===== src/rtl/seq1011_gen.sv =====
// Serial test-pattern source for the 1011 detector: shifts a loaded or LFSR frame out MSB first
// and keeps a reference count of the overlapping 1011 patterns it emitted.
module seq1011_gen #(
    parameter int unsigned WIDTH     = 16,
    parameter logic [15:0] LFSR_SEED = 16'hACE1
) (
    input  logic             clk,
    input  logic             reset,
    input  logic             start,
    input  logic             mode,
    input  logic [WIDTH-1:0] word,
    input  logic [4:0]       len,
    output logic             bit_out,
    output logic             bit_valid,
    output logic             busy,
    output logic             done,
    output logic [7:0]       match_cnt,
    output logic [1:0]       state
);

    typedef enum logic [1:0] {
        StIdle  = 2'b00,
        StShift = 2'b01,
        StDone  = 2'b10
    } state_e;

    localparam logic [4:0] WidthLen = 5'(WIDTH);

    state_e           state_q, state_d;
    logic [WIDTH-1:0] sreg_q, sreg_d;
    logic [4:0]       cnt_q, cnt_d;
    logic [2:0]       hist_q, hist_d;
    logic [15:0]      lfsr_q, lfsr_d;
    logic             bit_q, bit_d;
    logic             valid_q, valid_d;
    logic             done_q, done_d;
    logic [7:0]       match_q, match_d;

    logic [15:0]      lfsr_step;
    logic [WIDTH-1:0] frame;
    logic [4:0]       eff_len;
    logic             load_bit;
    logic             new_bit;

    assign lfsr_step = {lfsr_q[0] ^ lfsr_q[2] ^ lfsr_q[3] ^ lfsr_q[5], lfsr_q[15:1]};
    assign frame     = mode ? lfsr_step[15 -: WIDTH] : word;
    assign eff_len   = (len == 5'd0 || len > WidthLen) ? WidthLen : len;

    always_comb begin
        state_d  = state_q;
        sreg_d   = sreg_q;
        cnt_d    = cnt_q;
        hist_d   = hist_q;
        lfsr_d   = lfsr_q;
        bit_d    = bit_q;
        valid_d  = valid_q;
        done_d   = 1'b0;
        match_d  = match_q;
        load_bit = 1'b0;
        new_bit  = 1'b0;

        case (state_q)
            StIdle: begin
                if (start) begin
                    if (mode) lfsr_d = lfsr_step;
                    sreg_d   = frame;
                    cnt_d    = eff_len;
                    hist_d   = 3'b000;
                    match_d  = 8'd0;
                    load_bit = 1'b1;
                    new_bit  = frame[WIDTH-1];
                    valid_d  = 1'b1;
                    state_d  = StShift;
                end
            end
            StShift: begin
                if (cnt_q > 5'd1) begin
                    sreg_d   = sreg_q << 1;
                    cnt_d    = cnt_q - 5'd1;
                    load_bit = 1'b1;
                    new_bit  = sreg_q[WIDTH-2];
                end else begin
                    bit_d   = 1'b0;
                    valid_d = 1'b0;
                    done_d  = 1'b1;
                    cnt_d   = 5'd0;
                    state_d = StDone;
                end
            end
            StDone: state_d = StIdle;
            default: begin
                bit_d   = 1'b0;
                valid_d = 1'b0;
                state_d = StIdle;
            end
        endcase

        // hist_d is already cleared here when this is the first bit of a frame
        if (load_bit) begin
            bit_d = new_bit;
            if ({hist_d, new_bit} == 4'b1011 && match_d != 8'hFF) match_d = match_d + 8'd1;
            hist_d = {hist_d[1:0], new_bit};
        end
    end

    always_ff @(posedge clk or posedge reset) begin
        if (reset) begin
            state_q <= StIdle;
            sreg_q  <= '0;
            cnt_q   <= 5'd0;
            hist_q  <= 3'b000;
            lfsr_q  <= LFSR_SEED;
            bit_q   <= 1'b0;
            valid_q <= 1'b0;
            done_q  <= 1'b0;
            match_q <= 8'd0;
        end else begin
            state_q <= state_d;
            sreg_q  <= sreg_d;
            cnt_q   <= cnt_d;
            hist_q  <= hist_d;
            lfsr_q  <= lfsr_d;
            bit_q   <= bit_d;
            valid_q <= valid_d;
            done_q  <= done_d;
            match_q <= match_d;
        end
    end

    assign bit_out   = bit_q;
    assign bit_valid = valid_q;
    assign done      = done_q;
    assign match_cnt = match_q;
    assign busy      = (state_q != StIdle);
    assign state     = state_q;

endmodule

===== config.mk =====
export PLATFORM = sky130hd
export DESIGN_NAME = seq1011_gen
export DESIGN_NICKNAME = d
export VERILOG_FILES = /design/src/rtl/seq1011_gen.sv
export SDC_FILE = /design/constraint.sdc
export NUM_CORES = 1
export LEC_CHECK = 0
export BUFFER_PORTS_ARGS = -buffer_cell sky130_fd_sc_hd__buf_2
export CORE_ASPECT_RATIO = 1.2
export CORE_MARGIN = 4
export CORE_UTILIZATION = 56
export CTS_BUF_LIST = sky130_fd_sc_hd__clkbuf_8
export DETAILED_ROUTE_END_ITERATION = 8
export HOLD_SLACK_MARGIN = 0.1
export PLACE_DENSITY = 0.88
export SLEW_MARGIN = 5
export SYNTH_ARGS = -nofsm -noshare
export SYNTH_HDL_FRONTEND = slang
export SYNTH_SLANG_ARGS = --single-unit

===== constraint.sdc =====
create_clock -name clk -period 5.03 [get_ports clk]
set_input_delay 0.7545 -clock clk [delete_from_list [all_inputs] [get_ports clk]]
set_output_delay 0.7545 -clock clk [all_outputs]
set_load 0.02 [all_outputs]

==> results_dict.tcl, run 1 <==
set metrics [dict create \
    status "complete, no violations" \
    fill_cells 391 \
    hold_viol 0 \
    post-route-period-util_pct 52.6 \
    synth.distinct_cells 42 \
    rsz0062_at_grt "no" \
    postCtsSetupBuffers 0 \
    rows 27 \
    period_needed_ps 2650 \
    synth_edf_count 0 \
    grt_max_degree 53 \
    grt_usage_pct 19.0 \
    grt_pass1_vias 1976 \
    drt_iter0_markers 187 \
    synth-main-ff-cell "dfrtp_1" \
    max_slew_margin_pct 30.2 \
    clk_pin_slew_ps 90 \
    core-area_um2 4560 \
    tightest_slew_ps 1040 \
    synth_seq_area_share_pct 49.7 \
    hold_class "reg2reg" \
    critPathMaxStageDelay_ps 630 \
    reg2reg_depth 6 \
    cts-hold-fix-buffers 0 \
    vias 1989 \
    portBuffers 38 \
    required_ps 5220 \
    multi_input_area_um2 1220 \
    cts.sinks 52 \
    final_cell_mix "dfrtp_1, buf_2, o21ai_0" \
    gp_congestion 0.805 \
    power.switching_mw 0.553 \
    startpoint_type "input pin" \
    ys_ff_latch 52 \
    slowest_stage "and2_1" \
    crit_type "in2reg" \
    io-pin-count 39 \
    syn_avg_cell_area_um2 10.2 \
    dp_hpwl_um 3710 \
    internal_power_mw 0.849 \
    endpoint_kind "flip-flop" \
    num_antenna_cells 0 \
    nNetsFinal 321 \
    worst_slack_ps 2380 \
    r2r-start "state[0]" \
    setup_viol 0 \
    crit_end "match_cnt[0]" \
    syn-cell-area_um2 2640 \
    initial_core_util_pct 57.8 \
    drv_cap 0 \
    power_density_nw_per_um2 475 \
    first_pass_iters 4 \
    path_cells "buf_2, nor3b_1, buf_4, and2_1, a211oi_2, nor3b_2, mux2_4" \
    crit_path_start "start" \
    htree_levels 2 \
    cts_resized 0 \
    leakagePower_nw 1.42 \
    min_from "bit_valid" \
    wl_um 5170 \
    drt.antenna.violating_nets 0 \
    grt_overflow 0 \
    die_h_um 83.2 \
    netSwitchingFraction_pct 39.5 \
    synth_cells 259 \
    power_frac_comb_pct 38.9 \
    antenna_found_initial 0 \
    grt_pass1_wl_um 8990 \
    clk_path_buf_depth 2 \
    clockRootBuffer "clkbuf_8" \
    rrSetupSlack_ps 2410 \
    max-vdd-ir-drop_v 0.000225 \
    fp.dieW_um 70.7 \
    syn_nets 288 \
    area_growth_pct 11.9 \
    fin_setup_tns_ps 0 \
    via_per_inst 5.67 \
    clkPwrFrac_pct 20.0 \
    finClkSkew_ps 8.82 \
    rr_endpoint "match_cnt[0]" \
    final_common_cell "dfrtp_1" \
    cts_tree "yes" \
    clkLatencyLatePin_ps 300 \
    critPathMaxFanout 17 \
    place_ws_ps 2080 \
    yosys_warnings 0 \
    wl_per_cell_um 14.7 \
    final-seq-area_um2 1310 \
    max_freq_mhz 378 \
    drive_gt1_share_pct 27.6 \
    die_area_um2 5880 \
    async_flop_share_pct 100 \
    route.detailed.drc 0 \
    seqPwrFrac_pct 41.2 \
    numCtsBuffers 5 \
    slew_viol_final 0 \
    arrival_ps 2830 \
]
## Yosys cell counts, types with 2 or more instances
cell	n	area share [%]
dfrtp_1	44	42
o21ai_0	27	5.1
nor2_1	26	3.7
nand2_1	24	3.4
a21oi_1	21	4.0
mux2i_1	18	6.8
mux2_2	16	6.8
buf_2	8	1.5
dfstp_2	8	8.0
inv_1	7	1.0
nor3b_1	5	1.4
clkbuf_1	4	0.57
ha_1	4	1.9
nand3_1	4	0.76
xnor2_1	4	1.3
and2_1	3	0.71
nand4_1	3	0.71
or3_1	3	0.71
buf_6	2	0.85
nand3b_1	2	0.57
nor3_1	2	0.38
nor3b_2	2	0.95
nor4_1	2	0.47
or4_1	2	0.57
## stage by stage
step | total power [mW] | area [um2] | hold WS (ps) | instances | utilization (%)
after floorplan | 1.02 | 2640 | 450 | 259 | -
after CTS | 1.41 | 2950 | 484 | 351 | 64.7
after detailed placement | 1.13 | 2840 | 463 | 343 | 62.3
final | 1.40 | 2950 | 478 | 351 | 64.7
after global routing | 1.51 | 2950 | 505 | 351 | 64.7
after global placement | 1.11 | 2840 | 453 | 343 | 62.3
## logic make-up (layout without fill, tap and decap cells)
family | Yosys count | count (layout) | synth area share (%)
AO/OA/AOI/OAI | 57 | 57 | 12.2
XOR/XNOR | 5 | 5 | 1.66
adder cells (fa/ha/maj) | 4 | 4 | 1.90
buffers and inverters | 22 | 56 | 4.13
flip-flops | 52 | 52 | 49.7
multiplexers | 35 | 35 | 14.2
AND/OR/NAND/NOR | 84 | 84 | 16.2
## per-layer routing
metal	vias up	part of all wire [%]	track usage, %	wire length [um]
met5	-	0	0	0
li1	969	-	-	-
met2	54	53	33.3	2720
met1	957	41	23.3	2110
met4	0	1.3	5.64	69
met3	9	5.1	4.00	264
## worst max-delay path, delay by kind of cell
family          cells  cell delay [ps]
mux                 1              330
compound gates      1              300
buf+inv             2              310
simple gates        3             1130
## sequential cells by signal (all words and copies together) (netlist names)
signal     flops
bit_out        1
bit_valid      1
cnt_q          5
done           1
hist_q         3
lfsr_q        16
match_cnt      8
sreg_q        15
state          2
## power groups by stage
stage          combinational, mW  clock (mW)  sequential [mW]
3_5_place_dp               0.547           0            0.584
6_report                   0.545       0.280            0.578
3_3_place_gp               0.528           0            0.580
5_1_grt                    0.614       0.307            0.590
2_1_floorplan              0.433           0            0.584
4_1_cts                    0.548       0.286            0.578
## cell type report
cell class | instances | share of cell area, %
Clock buffer | 5 | 2.33
Clock inverter | 3 | 1.31
Inverter | 7 | 0.891
Multi-Input combinational cell | 185 | 41.3
Sequential cell | 52 | 44.4
Tap cell | 58 | 2.46
Timing Repair Buffer | 41 | 7.21
## worst min-delay path by stage
stage                 end  slack, ps  cells after the start
2_1_floorplan  sreg_q[10]        450                      2
3_3_place_gp    bit_valid        450                      2
3_5_place_dp    bit_valid        460                      2
4_1_cts         bit_valid        480                      2
5_1_grt         bit_valid        510                      2
6_report        bit_valid        480                      2
(Power assumes the default switching activity.)
==> inputs of run 2 (changes only) <==
- ABC_AREA: not set -> 1
- PLACE_DENSITY: 0.88 -> 0.87
- clock period: 5.03 -> 2.7 ns (I/O delays scaled with it)
==> run 2 against run 1 <==
Critical path type is now reg2reg. Count of clock-buffer cells in the layout unchanged. Flip-flop and latch count stayed put. Cell area up 6.4%. Power grew 130%. Area after synthesis up 7.3%. Sequential power increased by 130%. Largest cell class unchanged. Non-clock buffer count grew 2. Global-route usage increased by 1.1 points. Sequential share of layout area shrank 2.7 points. Combinational power rose to 2.7 times the previous value.
==> results_dict.tcl, run 2 <==
set metrics [dict create \
    critPathMaxFanout 12 \
    synth-main-ff-cell "dfrtp_1" \
    wl_um 5640 \
    nNetsFinal 407 \
    finClkSkew_ps 7.27 \
    num_antenna_cells 0 \
    wl_per_cell_um 12.8 \
    final_common_cell "nand2_1" \
    max-vdd-ir-drop_v 0.000595 \
    hold_path_end "sreg_q[0]" \
    htree_levels 2 \
    ys_ff_latch 52 \
    path_cells "inv_2, nand3_4, inv_4, nor2_1, ha_1, nand2_1, inv_1, nand4_2, nor2_4, nor2_8, nand2_8, o21ai_2, nand2_1" \
    synth_seq_area_share_pct 46.4 \
    cp_common_cell "nand2_1" \
    yosysTopAreaCell "dfrtp_1" \
    clk_pin_slew_ps 90 \
    first_pass_iters 4 \
    ys_top_cells_by_count "nand2_1, dfrtp_1, inv_1" \
    drv_cap 0 \
    clockRootBuffer "clkbuf_8" \
    final_cell_mix "nand2_1, dfrtp_1, inv_1" \
    synth_area_leaders "dfrtp_1, nand2_1, dfstp_2, o21ai_0, inv_1" \
    async_flop_share_pct 100 \
    die_area_um2 6260 \
    max_slew_margin_pct 66.9 \
    status "complete, no violations" \
    slowest_stage "dfrtp_1" \
    synth_compound_area_share_pct 15.6 \
    synth_cells 341 \
    dr_wl_met2_um 2860 \
    cts.sinks 52 \
    drt.antenna.violating_nets 0 \
    grt_pass1_wl_um 9990 \
    synth.distinct_cells 38 \
    crit_type "reg2reg" \
    drt_iter0_markers 190 \
    postCtsSetupBuffers 0 \
    synth-simple-area-share_pct 24.8 \
    finalCoreUtilization_pct 64.0 \
    rows 28 \
    syn-cell-area_um2 2830 \
    arrival_ps 2310 \
    synth_top_area_share_pct 38.9 \
    cts-hold-fix-buffers 1 \
    drive_gt1_share_pct 22.7 \
    slew_viol_final 0 \
    rr_endpoint "match_cnt[4]" \
    fp.dieW_um 72.9 \
    antenna_found_initial 0 \
    hold_viol 0 \
    rsz0062_at_grt "no" \
    post-route-period-util_pct 78.2 \
    synth_fa_ha_area_share_pct 1.77 \
    synthMuxAreaShare_pct 0 \
    via_per_inst 5.31 \
    setup_viol 0 \
    period_needed_ps 2110 \
    grt_max_degree 36 \
    dp_hpwl_um 4120 \
    cts_tree "yes" \
    min_path_cells 3 \
    gp_congestion 0.879 \
    tightest_slew_ps 496 \
    synth_xor_xnor_area_share_pct 1.81 \
    die_h_um 85.9 \
    numCtsBuffers 5 \
    portBuffers 38 \
    startpoint_type "flip-flop" \
    max_freq_mhz 474 \
    hold_class "in2reg" \
    grt_pass1_vias 2378 \
    syn_nets 370 \
    reg2reg_depth 13 \
    maxUsedRoutingLayer "met4" \
    top_register "lfsr_q" \
    endpoint_kind "flip-flop" \
    critPathMaxStageDelay_ps 430 \
    synth_edf_count 0 \
    synth_most_common_cell "nand2_1" \
    clkLatencyLatePin_ps 310 \
    cts_resized 0 \
    min_from "word[0]" \
    io-pin-count 39 \
    yosys_warnings 0 \
    vias 2332 \
    initial_core_util_pct 57.7 \
    area_growth_pct 11.0 \
    power_density_nw_per_um2 1020 \
    required_ps 2900 \
    wl_met3_um 248 \
    drt-met1-wl_um 2420 \
    grt_usage_pct 20.0 \
    r2r-start "state[0]" \
    clk_path_buf_depth 2 \
    grt_overflow 0 \
    fin_setup_tns_ps 0 \
    route.detailed.drc 0 \
    syn_avg_cell_area_um2 8.30 \
    rrSetupSlack_ps 590 \
    largest_reg_flops 16 \
    leakagePower_nw 1.57 \
    fill_cells 412 \
    core-area_um2 4900 \
    synth_top_family_by_area "simple AND/OR/NAND/NOR gates" \
]
==> run 2: worst max-delay path, delay by kind of cell (launching register included) <==
family / cells / cell delay (ps)
and+or+nand+nor: 8 / 860
DFF: 1 / 430
buffers and inverters: 3 / 380
AOI/OAI and AO/OA: 1 / 120
adders and majority gates: 1 / 230
==> run 2: kinds of logic after synthesis <==
group | after synthesis
buf+inv | 64
simple gates | 140
compound gates | 76
xor+xnor | 5
flops | 52
fa+ha+maj | 4
==> run 2: layout make-up <==
cell class	instances	area (um2)	area share [%]
repair buffers	43	230	7.33
clock buffers	5	68.8	2.19
multi-input cells	225	1240	39.6
clock inverters	3	16.3	0.518
inverters	51	196	6.25
well taps	60	75.1	2.39
flip-flops and latches	52	1310	41.8
==> run 2: worst max path at each step <==
stage / startpoint / endpoint / slack [ps]
floorplan: state[0] / match_cnt[5] / 740
detailed placement: start / match_cnt[4] / 580
global route: state[0] / match_cnt[5] / 430
finish: state[0] / match_cnt[4] / 590
global placement: start / match_cnt[5] / 670
CTS: state[0] / match_cnt[4] / 590
==> run 2: routing by layer <==
metal / global-route usage (%) / vias up
li1: - / 1186
met1: 23.3 / 1086
met2: 35.8 / 48
met3: 4.34 / 12
met4: 7.05 / 0
met5: 0 / -
==> run 2: power breakdown <==
group / internal (mW) / leakage, nW / total [mW] / switching, mW
sequential: 1.13 / 0.642 / 1.31 / 0.183
combinational: 0.494 / 0.883 / 1.45 / 0.956
clock: 0.178 / 0.0453 / 0.430 / 0.252
==> run 2: per-stage QoR <==
stage,instances,power (mW),hold WS [ps],cell area (um2),setup WS (ps)
after floorplan,341,2.50,447,2830,744
after global placement,430,2.71,330,3050,673
after detailed placement,430,2.78,334,3050,583
after CTS,439,3.22,362,3140,586
after global routing,439,3.49,376,3140,432
final,439,3.19,363,3140,590
==> inputs of run 3 (changes only) <==
- CORE_UTILIZATION: 56 -> 54
- PLACE_DENSITY: 0.87 -> 0.88
- clock period: 2.7 -> 1.7 ns (I/O delays scaled with it)
==> run 3 against run 2 <==
Hold slack got worse by 160 ps. Clock power increased by 75%. Cell area increased by 7.8%. Die area increased by 3.3%. Clock skew increased by 2.8 ps.
==> results_dict.tcl, run 3 (synthesis gave the netlist of run 2 again) <==
set metrics [dict create \
    grt_pass1_wl_um 10600 \
    max_freq_mhz 596 \
    area_growth_pct 19.6 \
    max-vdd-ir-drop_v 0.000970 \
    rrSetupSlack_ps 20 \
    arrival_ps 1880 \
    finClkSkew_ps 10.1 \
    rsz0062_at_grt "yes" \
    seqPwrFrac_pct 37.4 \
    clockRootBuffer "clkbuf_8" \
    rr_endpoint "match_cnt[5]" \
    num_antenna_cells 0 \
    startpoint_type "flip-flop" \
    internal_power_mw 3.15 \
    r2r-start "state[0]" \
    power_density_nw_per_um2 1650 \
    tightest_slew_ps 336 \
    fill_cells 376 \
    clk_pin_slew_ps 100 \
    first_pass_iters 5 \
    htree_levels 2 \
    grt_overflow 0 \
    endpoint_kind "flip-flop" \
    clkPwrFrac_pct 13.4 \
    top_register "lfsr_q" \
    fin_cells 454 \
    drive_gt1_share_pct 30.5 \
    largest_reg_flops 16 \
    grt_max_degree 53 \
    drt.antenna.violating_nets 0 \
    hold_class "in2reg" \
    crit_buf_inv 3 \
    final_common_cell "nand2_1" \
    cp_top_family "simple AND/OR/NAND/NOR gates" \
    core-area_um2 5010 \
    place_area_um2 3200 \
    io-pin-count 39 \
    vias 2467 \
    via_per_inst 5.43 \
    fin_area_um2 3380 \
    power_frac_comb_pct 49.2 \
    min_from "word[0]" \
    crit_type "reg2reg" \
    die_h_um 87.3 \
    critPathMaxFanout 7 \
    power.switching_mw 2.44 \
    path_cells "inv_2, nand3_4, inv_4, nor2_4, ha_4, nand2_2, inv_2, nand4_4, nor2_4, nor2_8, nand2_8, o21ai_2, nand2_1" \
    wl_um 6370 \
    antenna_found_initial 0 \
    netSwitchingFraction_pct 43.7 \
    finalCoreUtilization_pct 67.6 \
    reg2reg_depth 13 \
    hold_path_end "sreg_q[0]" \
    rows 28 \
    min_path_cells 3 \
    post-route-period-util_pct 98.6 \
    slew_viol_final 0 \
    nNetsFinal 422 \
    dp_hpwl_um 4450 \
    final_cell_mix "nand2_1, dfrtp_1, inv_1, buf_2, o21ai_0" \
    period_needed_ps 1680 \
    leakagePower_nw 1.64 \
    critPathMaxStageDelay_ps 420 \
    cts_tree "yes" \
    initial_core_util_pct 56.5 \
    grt_pass1_vias 2409 \
    slowest_stage "dfrtp_2" \
    required_ps 1910 \
    clkLatencyLatePin_ps 300 \
    numCtsBuffers 5 \
    drt_iter0_markers 163 \
    status "complete, no violations" \
    cts.sinks 52 \
    setup_viol 0 \
    route.detailed.drc 0 \
    portBuffers 38 \
    clk_path_buf_depth 2 \
    drv_cap 0 \
    hold_viol 0 \
    wl_per_cell_um 14.0 \
    dp_cells 441 \
    gp_congestion 0.812 \
    max_slew_margin_pct 77.6 \
    grt_usage_pct 20.9 \
    fp.dieW_um 74.1 \
    die_area_um2 6470 \
]
==> run 3: worst reg2reg max path, cell delays in order (launching register included) <==
cell	delay, ps
dfrtp_2	420
inv_2	80
nand3_4	130
inv_4	100
nor2_4	40
ha_4	160
nand2_2	60
inv_2	50
nand4_4	70
nor2_4	60
nor2_8	150
nand2_8	90
o21ai_2	130
nand2_1	50
==> run 3: metrics by stage <==
stage	setup TNS (ps)	setup slack (ps)	hold WS, ps	power, mW
6_report	0	23.1	205	5.59
5_1_grt	-555	-97.3	203	6.07
3_3_place_gp	0	51.5	319	4.54
2_1_floorplan	-611	-143	419	4.02
3_5_place_dp	-3.46	-3.46	322	4.66
4_1_cts	0	3.58	204	5.45
==> run 3: cell type report <==
| cell class | instances | area [um2] | share of cell area (%) |
|---|---|---|---|
| clock inverters | 2 | 15.0 | 0.444 |
| flip-flops and latches | 52 | 1310 | 38.8 |
| clock buffers | 6 | 82.6 | 2.44 |
| inverters | 51 | 204 | 6.03 |
| well taps | 60 | 75.1 | 2.22 |
| multi-input cells | 226 | 1350 | 39.8 |
| repair buffers | 57 | 348 | 10.3 |
==> run 3: what timing repair did <==
action	CTS	global route
endpoints found under the hold margin	44	0
endpoints found under the setup margin	7	28
pin swaps	3	9
hold buffers	1	0
resized for setup	2	12
gates cloned	0	1
buffers inserted	0	3
==> run 3: power groups by stage <==
stage          Clock [mW]  Combinational [mW]  Sequential, mW
2_1_floorplan           0                1.91            2.11
3_3_place_gp            0                2.46            2.08
3_5_place_dp            0                2.57            2.10
4_1_cts             0.766                2.60            2.08
5_1_grt             0.816                3.10            2.15
6_report            0.751                2.75            2.09
==> run 3: per-layer routing <==
| metal | vias up | track usage [%] | part of all wire, % |
|---|---|---|---|
| met2 | 65 | 36.8 | 51 |
| met4 | 0 | 6.10 | 1.6 |
| li1 | 1216 | - | - |
| met5 | - | 0 | 0 |
| met3 | 10 | 4.16 | 4.9 |
| met1 | 1176 | 25.5 | 42 |
==> run 3: worst max path at each step <==
stage,cells after the start,startpoint,endpoint
2_1_floorplan,14,state[0],match_cnt[5]
3_3_place_gp,13,state[0],match_cnt[5]
3_5_place_dp,14,state[1],match_cnt[2]
4_1_cts,13,state[0],match_cnt[5]
5_1_grt,14,state[0],match_cnt[3]
6_report,13,state[0],match_cnt[5]
